===== config.mk =====
export PLATFORM = sky130hd
export DESIGN_NAME = sdram_frame_reader
export DESIGN_NICKNAME = d
export VERILOG_FILES = /design/src/rtl/sdram_frame_reader_pkg.sv /design/src/rtl/sdram_frame_reader_burst_buffer.sv /design/src/rtl/sdram_frame_reader.sv
export SDC_FILE = /design/constraint.sdc
export NUM_CORES = 1
export LEC_CHECK = 0
export CELL_PAD_IN_SITES_DETAIL_PLACEMENT = 1
export CELL_PAD_IN_SITES_GLOBAL_PLACEMENT = 1
export CORE_ASPECT_RATIO = 1.75
export CORE_MARGIN = 2
export CORE_UTILIZATION = 26
export DETAILED_ROUTE_END_ITERATION = 10
export GPL_ROUTABILITY_DRIVEN = 0
export PLACE_DENSITY = 0.47
export SLEW_MARGIN = 10
export SYNTH_ARGS = -nofsm -noshare
export SYNTH_HDL_FRONTEND = slang
export SYNTH_SLANG_ARGS = --single-unit
export TNS_END_PERCENT = 10

===== constraint.sdc =====
create_clock -name CLK -period 5.45 [get_ports CLK]
set_input_delay 1.09 -clock CLK [delete_from_list [all_inputs] [get_ports CLK]]
set_output_delay 1.09 -clock CLK [all_outputs]
set_load 0.02 [all_outputs]

===== src/rtl/sdram_frame_reader_pkg.sv =====
// +--------------------------------------------------------------------+
// | sdram_frame_reader_pkg                                             |
// | Shared frame-size defaults, SDRAM rw encoding and FSM states.      |
// | Rev 1.0                                                            |
// +--------------------------------------------------------------------+
`default_nettype none

package sdram_frame_reader_pkg;

  localparam int unsigned DEF_FRAME_WIDTH  = 640;
  localparam int unsigned DEF_FRAME_HEIGHT = 480;
  localparam int unsigned DEF_PIXEL_BITS   = 16;
  localparam int unsigned DEF_ADDR_BITS    = 24;
  localparam int unsigned DEF_BURST_LEN    = 8;

  localparam logic SDRAM_RW_READ = 1'b1;

  typedef enum logic [2:0] {
    ST_IDLE      = 3'd0,
    ST_REQ       = 3'd1,
    ST_WAIT_DATA = 3'd2,
    ST_DRAIN     = 3'd3,
    ST_DONE      = 3'd4
  } state_e;

  // Counters never collapse to zero width, even for a depth of one.
  function automatic int unsigned clog2_min1(input int unsigned n);
    return (n > 1) ? $clog2(n) : 1;
  endfunction

endpackage

`default_nettype wire


===== src/rtl/sdram_frame_reader_burst_buffer.sv =====
// +--------------------------------------------------------------------+
// | sdram_frame_reader_burst_buffer                                    |
// | One-burst register file with wrapping pointers and full/empty.     |
// | Rev 1.0                                                            |
// +--------------------------------------------------------------------+
`default_nettype none

module sdram_frame_reader_burst_buffer
  import sdram_frame_reader_pkg::*;
#(
  parameter int unsigned Depth = DEF_BURST_LEN,
  parameter int unsigned Width = DEF_PIXEL_BITS
) (
  input  logic             CLK,
  input  logic             RST,
  input  logic             wr_en_i,
  input  logic [Width-1:0] wr_data_i,
  input  logic             rd_adv_i,
  output logic [Width-1:0] rd_data_o,
  output logic             full_o,
  output logic             empty_o,
  output logic             wr_last_o,
  output logic             rd_last_o
);

  localparam int unsigned PtrW = clog2_min1(Depth);
  localparam int unsigned CntW = $clog2(Depth + 1);

  logic [Width-1:0] mem_q [Depth];
  logic [PtrW-1:0]  wr_ptr_q;
  logic [PtrW-1:0]  rd_ptr_q;
  logic [CntW-1:0]  count_q;

  assign wr_last_o = (wr_ptr_q == PtrW'(Depth - 1));
  assign rd_last_o = (rd_ptr_q == PtrW'(Depth - 1));
  assign full_o    = (count_q == CntW'(Depth));
  assign empty_o   = (count_q == '0);
  assign rd_data_o = mem_q[rd_ptr_q];

  // Storage carries no reset; only the pointers define what is valid.
  always_ff @(posedge CLK) begin
    if (wr_en_i) begin
      mem_q[wr_ptr_q] <= wr_data_i;
    end
  end

  always_ff @(posedge CLK) begin
    if (RST) begin
      wr_ptr_q <= '0;
      rd_ptr_q <= '0;
      count_q  <= '0;
    end else begin
      if (wr_en_i) begin
        wr_ptr_q <= wr_last_o ? '0 : wr_ptr_q + 1'b1;
      end
      if (rd_adv_i) begin
        rd_ptr_q <= rd_last_o ? '0 : rd_ptr_q + 1'b1;
      end
      case ({wr_en_i, rd_adv_i})
        2'b10:   count_q <= count_q + 1'b1;
        2'b01:   count_q <= count_q - 1'b1;
        default: count_q <= count_q;
      endcase
    end
  end

endmodule

`default_nettype wire


===== src/rtl/sdram_frame_reader.sv =====
// +--------------------------------------------------------------------+
// | sdram_frame_reader                                                 |
// | Reads a frame back from SDRAM in bursts and streams raster pixels. |
// | Rev 1.0                                                            |
// +--------------------------------------------------------------------+
`default_nettype none

module sdram_frame_reader
  import sdram_frame_reader_pkg::*;
#(
  parameter int unsigned FrameWidth        = DEF_FRAME_WIDTH,
  parameter int unsigned FrameHeight       = DEF_FRAME_HEIGHT,
  parameter int unsigned PixelBitWidth     = DEF_PIXEL_BITS,
  parameter int unsigned AddressWidthSDRAM = DEF_ADDR_BITS,
  parameter int unsigned BurstLengthSDRAM  = DEF_BURST_LEN,
  parameter logic [AddressWidthSDRAM-1:0] FrameBaseAddr = '0
) (
  input  logic                         CLK,
  input  logic                         RST,
  input  logic                         i_start,
  output logic                         o_enable,
  output logic                         o_rw,
  output logic [AddressWidthSDRAM-1:0] o_addr,
  input  logic                         i_busy,
  input  logic [PixelBitWidth-1:0]     i_data,
  input  logic                         i_valid,
  output logic [PixelBitWidth-1:0]     o_pixel,
  output logic                         o_pixel_valid,
  input  logic                         i_pixel_accept,
  output logic                         o_busy,
  output logic                         o_frame_done
);

  localparam int unsigned NumPixels = FrameWidth * FrameHeight;
  localparam int unsigned NumBursts = NumPixels / BurstLengthSDRAM;
  localparam int unsigned BurstIdxW = clog2_min1(NumBursts);
  localparam int unsigned AW        = AddressWidthSDRAM;

  if ((NumPixels % BurstLengthSDRAM) != 0) begin : g_bad_burst_len
    $error("frame pixel count must be a multiple of BurstLengthSDRAM");
  end

  state_e                  state_q;
  logic [BurstIdxW-1:0]    burst_idx_q;
  logic [BurstIdxW-1:0]    burst_idx_d;
  logic [AW-1:0]           addr_q;
  logic [AW-1:0]           addr_d;
  logic                    enable_q;
  logic                    rw_q;
  logic                    pixel_valid_q;
  logic                    busy_q;
  logic                    frame_done_q;

  logic                    w_wr_en;
  logic                    w_rd_adv;
  logic [PixelBitWidth-1:0] w_rd_data;
  logic                    w_full;
  logic                    w_empty;
  logic                    w_wr_last;
  logic                    w_rd_last;
  logic                    w_last_burst;

  // Address arithmetic is deliberately modulo 2^AW.
  always_comb begin
    burst_idx_d = burst_idx_q + 1'b1;
    addr_d      = FrameBaseAddr + AW'(burst_idx_d) * AW'(BurstLengthSDRAM);
  end

  assign w_last_burst = (burst_idx_q == BurstIdxW'(NumBursts - 1));
  assign w_wr_en      = (state_q == ST_WAIT_DATA) && i_valid && !w_full;
  assign w_rd_adv     = (state_q == ST_DRAIN) && i_pixel_accept && !w_empty;

  sdram_frame_reader_burst_buffer #(
    .Depth (BurstLengthSDRAM),
    .Width (PixelBitWidth)
  ) u_buf (
    .CLK       (CLK),
    .RST       (RST),
    .wr_en_i   (w_wr_en),
    .wr_data_i (i_data),
    .rd_adv_i  (w_rd_adv),
    .rd_data_o (w_rd_data),
    .full_o    (w_full),
    .empty_o   (w_empty),
    .wr_last_o (w_wr_last),
    .rd_last_o (w_rd_last)
  );

  always_ff @(posedge CLK) begin
    if (RST) begin
      state_q       <= ST_IDLE;
      burst_idx_q   <= '0;
      addr_q        <= '0;
      enable_q      <= 1'b0;
      rw_q          <= 1'b0;
      pixel_valid_q <= 1'b0;
      busy_q        <= 1'b0;
      frame_done_q  <= 1'b0;
    end else begin
      frame_done_q <= 1'b0;
      case (state_q)
        ST_IDLE: begin
          if (i_start) begin
            state_q     <= ST_REQ;
            burst_idx_q <= '0;
            addr_q      <= FrameBaseAddr;
            enable_q    <= 1'b1;
            rw_q        <= SDRAM_RW_READ;
            busy_q      <= 1'b1;
          end
        end
        ST_REQ: begin
          if (!i_busy) begin
            state_q  <= ST_WAIT_DATA;
            enable_q <= 1'b0;
            rw_q     <= 1'b0;
          end
        end
        ST_WAIT_DATA: begin
          if (w_wr_en && w_wr_last) begin
            state_q       <= ST_DRAIN;
            pixel_valid_q <= 1'b1;
          end
        end
        ST_DRAIN: begin
          if (w_rd_adv && w_rd_last) begin
            pixel_valid_q <= 1'b0;
            if (w_last_burst) begin
              state_q      <= ST_DONE;
              frame_done_q <= 1'b1;
              busy_q       <= 1'b0;
            end else begin
              state_q     <= ST_REQ;
              burst_idx_q <= burst_idx_d;
              addr_q      <= addr_d;
              enable_q    <= 1'b1;
              rw_q        <= SDRAM_RW_READ;
            end
          end
        end
        ST_DONE: begin
          state_q <= ST_IDLE;
        end
        default: begin
          state_q <= ST_IDLE;
        end
      endcase
    end
  end

  assign o_enable      = enable_q;
  assign o_rw          = rw_q;
  assign o_addr        = addr_q;
  assign o_pixel_valid = pixel_valid_q;
  assign o_pixel       = pixel_valid_q ? w_rd_data : '0;
  assign o_busy        = busy_q;
  assign o_frame_done  = frame_done_q;

endmodule

`default_nettype wire


# ---- Word level (Yosys, flattened, before mapping)
# Memories as Yosys holds them, arrays and structs flattened. A register that Yosys moved wholly into a read port is not among the register bits.
# Cells that the tools add are included.
# W data, S select, Z words.
dict set report classes {
  mux 34
  add_sub_neg 5
  bitwise_logic 2
  reduce_logical 20
  n_eq_ne 15
}
# operator count
set ops {}
lappend ops {{$mux W24} 3}
lappend ops {{$mux W16} 4}
lappend ops {{$pmux W24 S2} 1}
lappend ops {{$pmux W16 S2} 1}
lappend ops {{$mux W3} 9}
lappend ops {{$add A16 B1 Y16 const B} 1}
lappend ops {{$eq A16 B16 Y1 const B} 1}
lappend ops {{$pmux W3 S4} 1}
lappend ops {{$reduce_and A4 Y1} 3}
lappend ops {{$mux W1} 11}
lappend ops {{$ne A2 B2 Y1 const B} 4}
lappend ops {{$pmux W4 S2} 1}
lappend ops {{$add A3 B1 Y3 const B} 2}
lappend ops {{$eq A3 B2 Y1 const B} 2}
lappend ops {{$eq A3 B3 Y1 const B} 2}
lappend ops {{$logic_and A1 B1 Y1} 6}
lappend ops {{$reduce_bool A2 Y1} 3}
lappend ops {{$reduce_and A5 Y1} 1}
lappend ops {{$add A4 B1 Y4 const B} 1}
lappend ops {{$eq A4 B4 Y1 const B} 1}
lappend ops {{$logic_not A4 Y1} 1}
lappend ops {{$ne A2 B1 Y1 const B} 2}
lappend ops {{$pmux W1 S2} 2}
lappend ops {{$sub A4 B1 Y4 const B} 1}
lappend ops {{10 further kinds} 12}
dict set report word_totals {
  in_bits 22
  ff_bits 57
  n_memories 1
  elab_cells 87
  mem_bits_rw 128
}
# name words width rd rd_clocked_by_memory_dff write_ports line_no
set mem_list {}
lappend mem_list {u_buf.mem_q 8 16 1 1 1 sdram_frame_reader_burst_buffer.sv:29} ;# logic [Width-1:0] mem_q [Depth];

# ---- Longest topological paths before layout
dict set report depth {
  word_depth 6
  depth_mapped 12
  depth_no_buf 11
}

# ---- Cells and area by module
# From an unflattened synthesis, not the netlist that was laid out.
dict set report hier_totals {
  hier_cells 453
  area_unflattened_um2 7085.5
}
# mod instances seq_area_each_um2 cells_each area_each_um2
set by_module_without_submodules {}
lappend by_module_without_submodules {sdram_frame_reader_burst_buffer 1 4103.9 258 5567.8}
lappend by_module_without_submodules {sdram_frame_reader 1 460.4 195 1517.7}

# ---- Least setup slack after synthesis
# OpenSTA, ideal clock, no wires.
dict set report synth_timing {
  path_kind {in2reg}
  from {input i_valid}
  to {memory u_buf.mem_q[0][0] (netlist bit), enable pin}
  setup_time_ns 0.430
  required_ns 5.020
  t_arrival_ns 3.173
  path_buffers 0
  slack_ns 1.847
  path_stages 5
  cell_sequence {nand2b_1 a21oi_1 and3_1 inv_2 nor4_1}
}
dict set report synth_via {
  elab_chain_cells 4
}
# item line_no
set synth_lines {}
lappend synth_lines {{start, declared} sdram_frame_reader.sv:26} ;# input logic i_valid,
lappend synth_lines {{$logic_and A1 B1 Y1 (2 in a row)} sdram_frame_reader.sv:70} ;# assign w_wr_en = (state_q == ST_WAIT_DATA) && i_valid && !w_full;
lappend synth_lines {{$mux W1} sdram_frame_reader_burst_buffer.sv:42} ;# if (wr_en_i) begin
lappend synth_lines {{$mux W1 (not written as such)} sdram_frame_reader_burst_buffer.sv:43} ;# mem_q[wr_ptr_q] <= wr_data_i;
lappend synth_lines {{end, declared} sdram_frame_reader_burst_buffer.sv:29}
# No other way between the ends.

==> flow_summary.yaml <==
sta:
  period_minus_slack_ps: 3805
  skew_ps: 10.15
  layout_setup_ws_ps: 1645
  setup-tns-final_ps: 0
  tightest_slew_ps: 1007
  finalHoldViolations: 0
  whs_ps: 495.1
  min_period_over_period: 0.6982
  max_slew_margin: 0.3263
  max_freq_ghz: 0.2628
  slew_violations: 0
  setup_violations: 0
  rsz0062_at_grt: "no"
power:
  leakage_nw: 2.586
  powerDensity_nw_per_um2: 315.8
  irDropWorstVdd_v: 0.0001999
floorplan:
  start_util: 0.2641
  io_pins: 67
  rows: 78
  die_w_um: 126.8
  die_h_um: 218.8
  core_area_um2: 25960
  die_area_um2: 27740
logic_synthesis:
  ys.flop_type: "edfxtp_1"
  synth_edf_count: 128
  synth_warnings: 0
  netlist_instances: 436
  synth-seq-cells: 164
  netlist_area_um2: 6857
  ys_async_sr_fraction: 0
  post_synth_num_cell_types: 54
  ys_seq_area_frac: 0.6657
  synth.avg_cell_area_um2: 15.73
drt:
  dr.pass1.iters: 4
  postRouteAntennaNets: 0
  drt_wl_total_mm: 16.20
  drt-vias-per-instance: 4.704
  post-route-drc-count: 0
  wl_per_cell_um: 19.42
  drtIter0Drc: 231
  num_vias: 3923
cts:
  cts_resized: 0
  clk_latency_ps: 430
  cts_sinks: 164
  cts.clk_slew.worst_paths_ps: 70
  clockBufferDepth: 2
  cts_hold_buf: 0
  postCtsSetupRepairBufs: 0
  cts-root-buf: "clkbuf_16"
  htreeDepth: 4
  numCtsBuffers: 17
  tritoncts: "built"
setup_path:
  cp-end-kind: "output port"
  r2r-start: "state_q[1]"
  rrSetupSlack_ps: 2750
  path_class: "flip-flop to output port"
  worst_r2r_path_depth: 9
  crit_path_start_kind: "flip-flop"
  worst-path-max-fanout: 32
  reg2reg_to: "u_buf.count_q[2]"
  critPathRequiredTime_ps: 4360
  critPathArrivalTime_ps: 2720
finish:
  antenna_cells: 0
  finalNetCount: 531
  final_cell_area_um2: 8373
  synthToLayoutAreaGrowth_pct: 22.12
  num-fill-cells: 2705
  drive_above_1_share: 0.1732
flow_run:
  cap_violations: 0
placed_design:
  place.port_buffers: 58
  pre_cts_ws_ps: 1759
  place_area_um2: 7807
  dp_hpwl_mm: 10.54
worst_hold_path:
  whs_path_depth: 1
  min_to: "burst_idx_q[15]"
  worstHoldStart: "burst_idx_q[15]"
  hold_class: "flip-flop to flip-flop"
global_routing:
  grt_use_total: 0.1243
  grt_pass1_vias: 4383
  antenna_found_initial: 0
  grt_pass1_wl_mm: 25.49
  grt_start_max_net_pins: 33
  gr-total-overflow: 0
run_status:
  status: "complete, no violations"
[final cells by class]
class                      count  area (µm²)  share of cell area
sequential                   164        4566              0.5453
multi-input combinational    245        2163              0.2584
timing repair buffer          69       663.1             0.07920
clock buffer                  17       425.4             0.05081
tap                          320       400.4             0.04782
clock inverter                15       140.1             0.01674
inverter                       4       15.01            0.001793
[metal layers]
layer / up-vias / GRT usage / routed length [µm]
li1: 1826 / - / -
met1: 2015 / 0.1282 / 6258
met2: 64 / 0.2387 / 9100
met3: 18 / 0.03145 / 561
met4: 0 / 0.04689 / 280
met5: - / 0 / 0
[placed cells by master (no fill, tap or decap), drive strengths merged, types with 11 or more instances in the layout]
cell type,Yosys,layout
clkbuf,11,17
a31oi,15,15
nor3,13,13
a21oi,21,21
clkdlybuf4s50,0,58
mux2i,20,20
dfxtp,36,36
nand2,24,24
buf,19,11
nor2b,18,18
edfxtp,128,128
mux4,32,32
nor2,16,16
[registers in the layout, summed over array words and instances (netlist names), named ones only]
| register | flops |
|---|---|
| o_rw | 1 |
| burst_idx_q | 16 |
| u_buf.rd_ptr_q | 3 |
| o_pixel_valid | 1 |
| u_buf.mem_q | 128 |
| state_q | 3 |
| u_buf.count_q | 4 |
| u_buf.wr_ptr_q | 3 |
| o_busy | 1 |
| o_frame_done | 1 |
[worst max path at each step]
| stage | start | end | slack (ps) | cells past startpoint |
|---|---|---|---|---|
| floorplan | i_valid | u_buf.mem_q[0][0] | 1850 | 5 |
| global placement | i_valid | u_buf.count_q[2] | 1890 | 12 |
| detailed placement | i_valid | u_buf.count_q[2] | 1760 | 12 |
| CTS | flip-flop | o_pixel[4] | 1550 | 5 |
| global route | flip-flop | o_pixel[2] | 1450 | 5 |
| finish | flip-flop | o_pixel[4] | 1640 | 5 |
[cells by family after synthesis]
group,Yosys count,share of synthesized area
AO/OA/AOI/OAI,63,0.05894
XOR/XNOR,4,0.005110
adder cells (fa/ha/maj),8,0.01460
buffers and inverters,34,0.02828
flip-flops,164,0.6657
multiplexers,52,0.1343
other,1,0.0005469
AND/OR/NAND/NOR,110,0.09252
[cells in the mapped netlist, drive strengths merged (3+ instances only)]
master,number,area [µm²]
a21oi,21,105.1
a31oi,15,100.1
a41oi,4,35.03
and3,4,25.02
buf,19,137.6
clkbuf,11,41.29
dfxtp,36,720.7
edfxtp,128,3844
ha,8,100.1
inv,4,15.01
mux2i,20,200.2
mux4,32,720.7
nand2,24,97.59
nand2b,7,43.79
nand3,6,30.03
nand4,4,25.02
nor2,16,60.06
nor2b,18,112.6
nor3,13,76.33
nor4b,3,26.28
o21ai,10,50.04
xor2,3,26.28
[report_power, final]
part	total, mW	internal [mW]	switching, mW
clock network	1.15	0.667	0.487
logic	0.114	0.0483	0.0652
registers	1.38	1.36	0.0151
[per-stage QoR]
step                instances  power, mW    util
floorplan                 443      1.472       -
global placement          802      1.516  0.3008
detailed placement        802      1.519  0.3008
CTS                       834      2.681  0.3225
global route              834      2.740  0.3225
finish                    834      2.644  0.3225
[critical path, stage by stage (launching register included)]
cell,delay [ps]
dfxtp_2,310
buf_4,550
mux4_2,590
mux2i_1,200
nor2b_1,80
clkdlybuf4s50_1,540
Note: power is estimated with default switching activity, not from simulation.
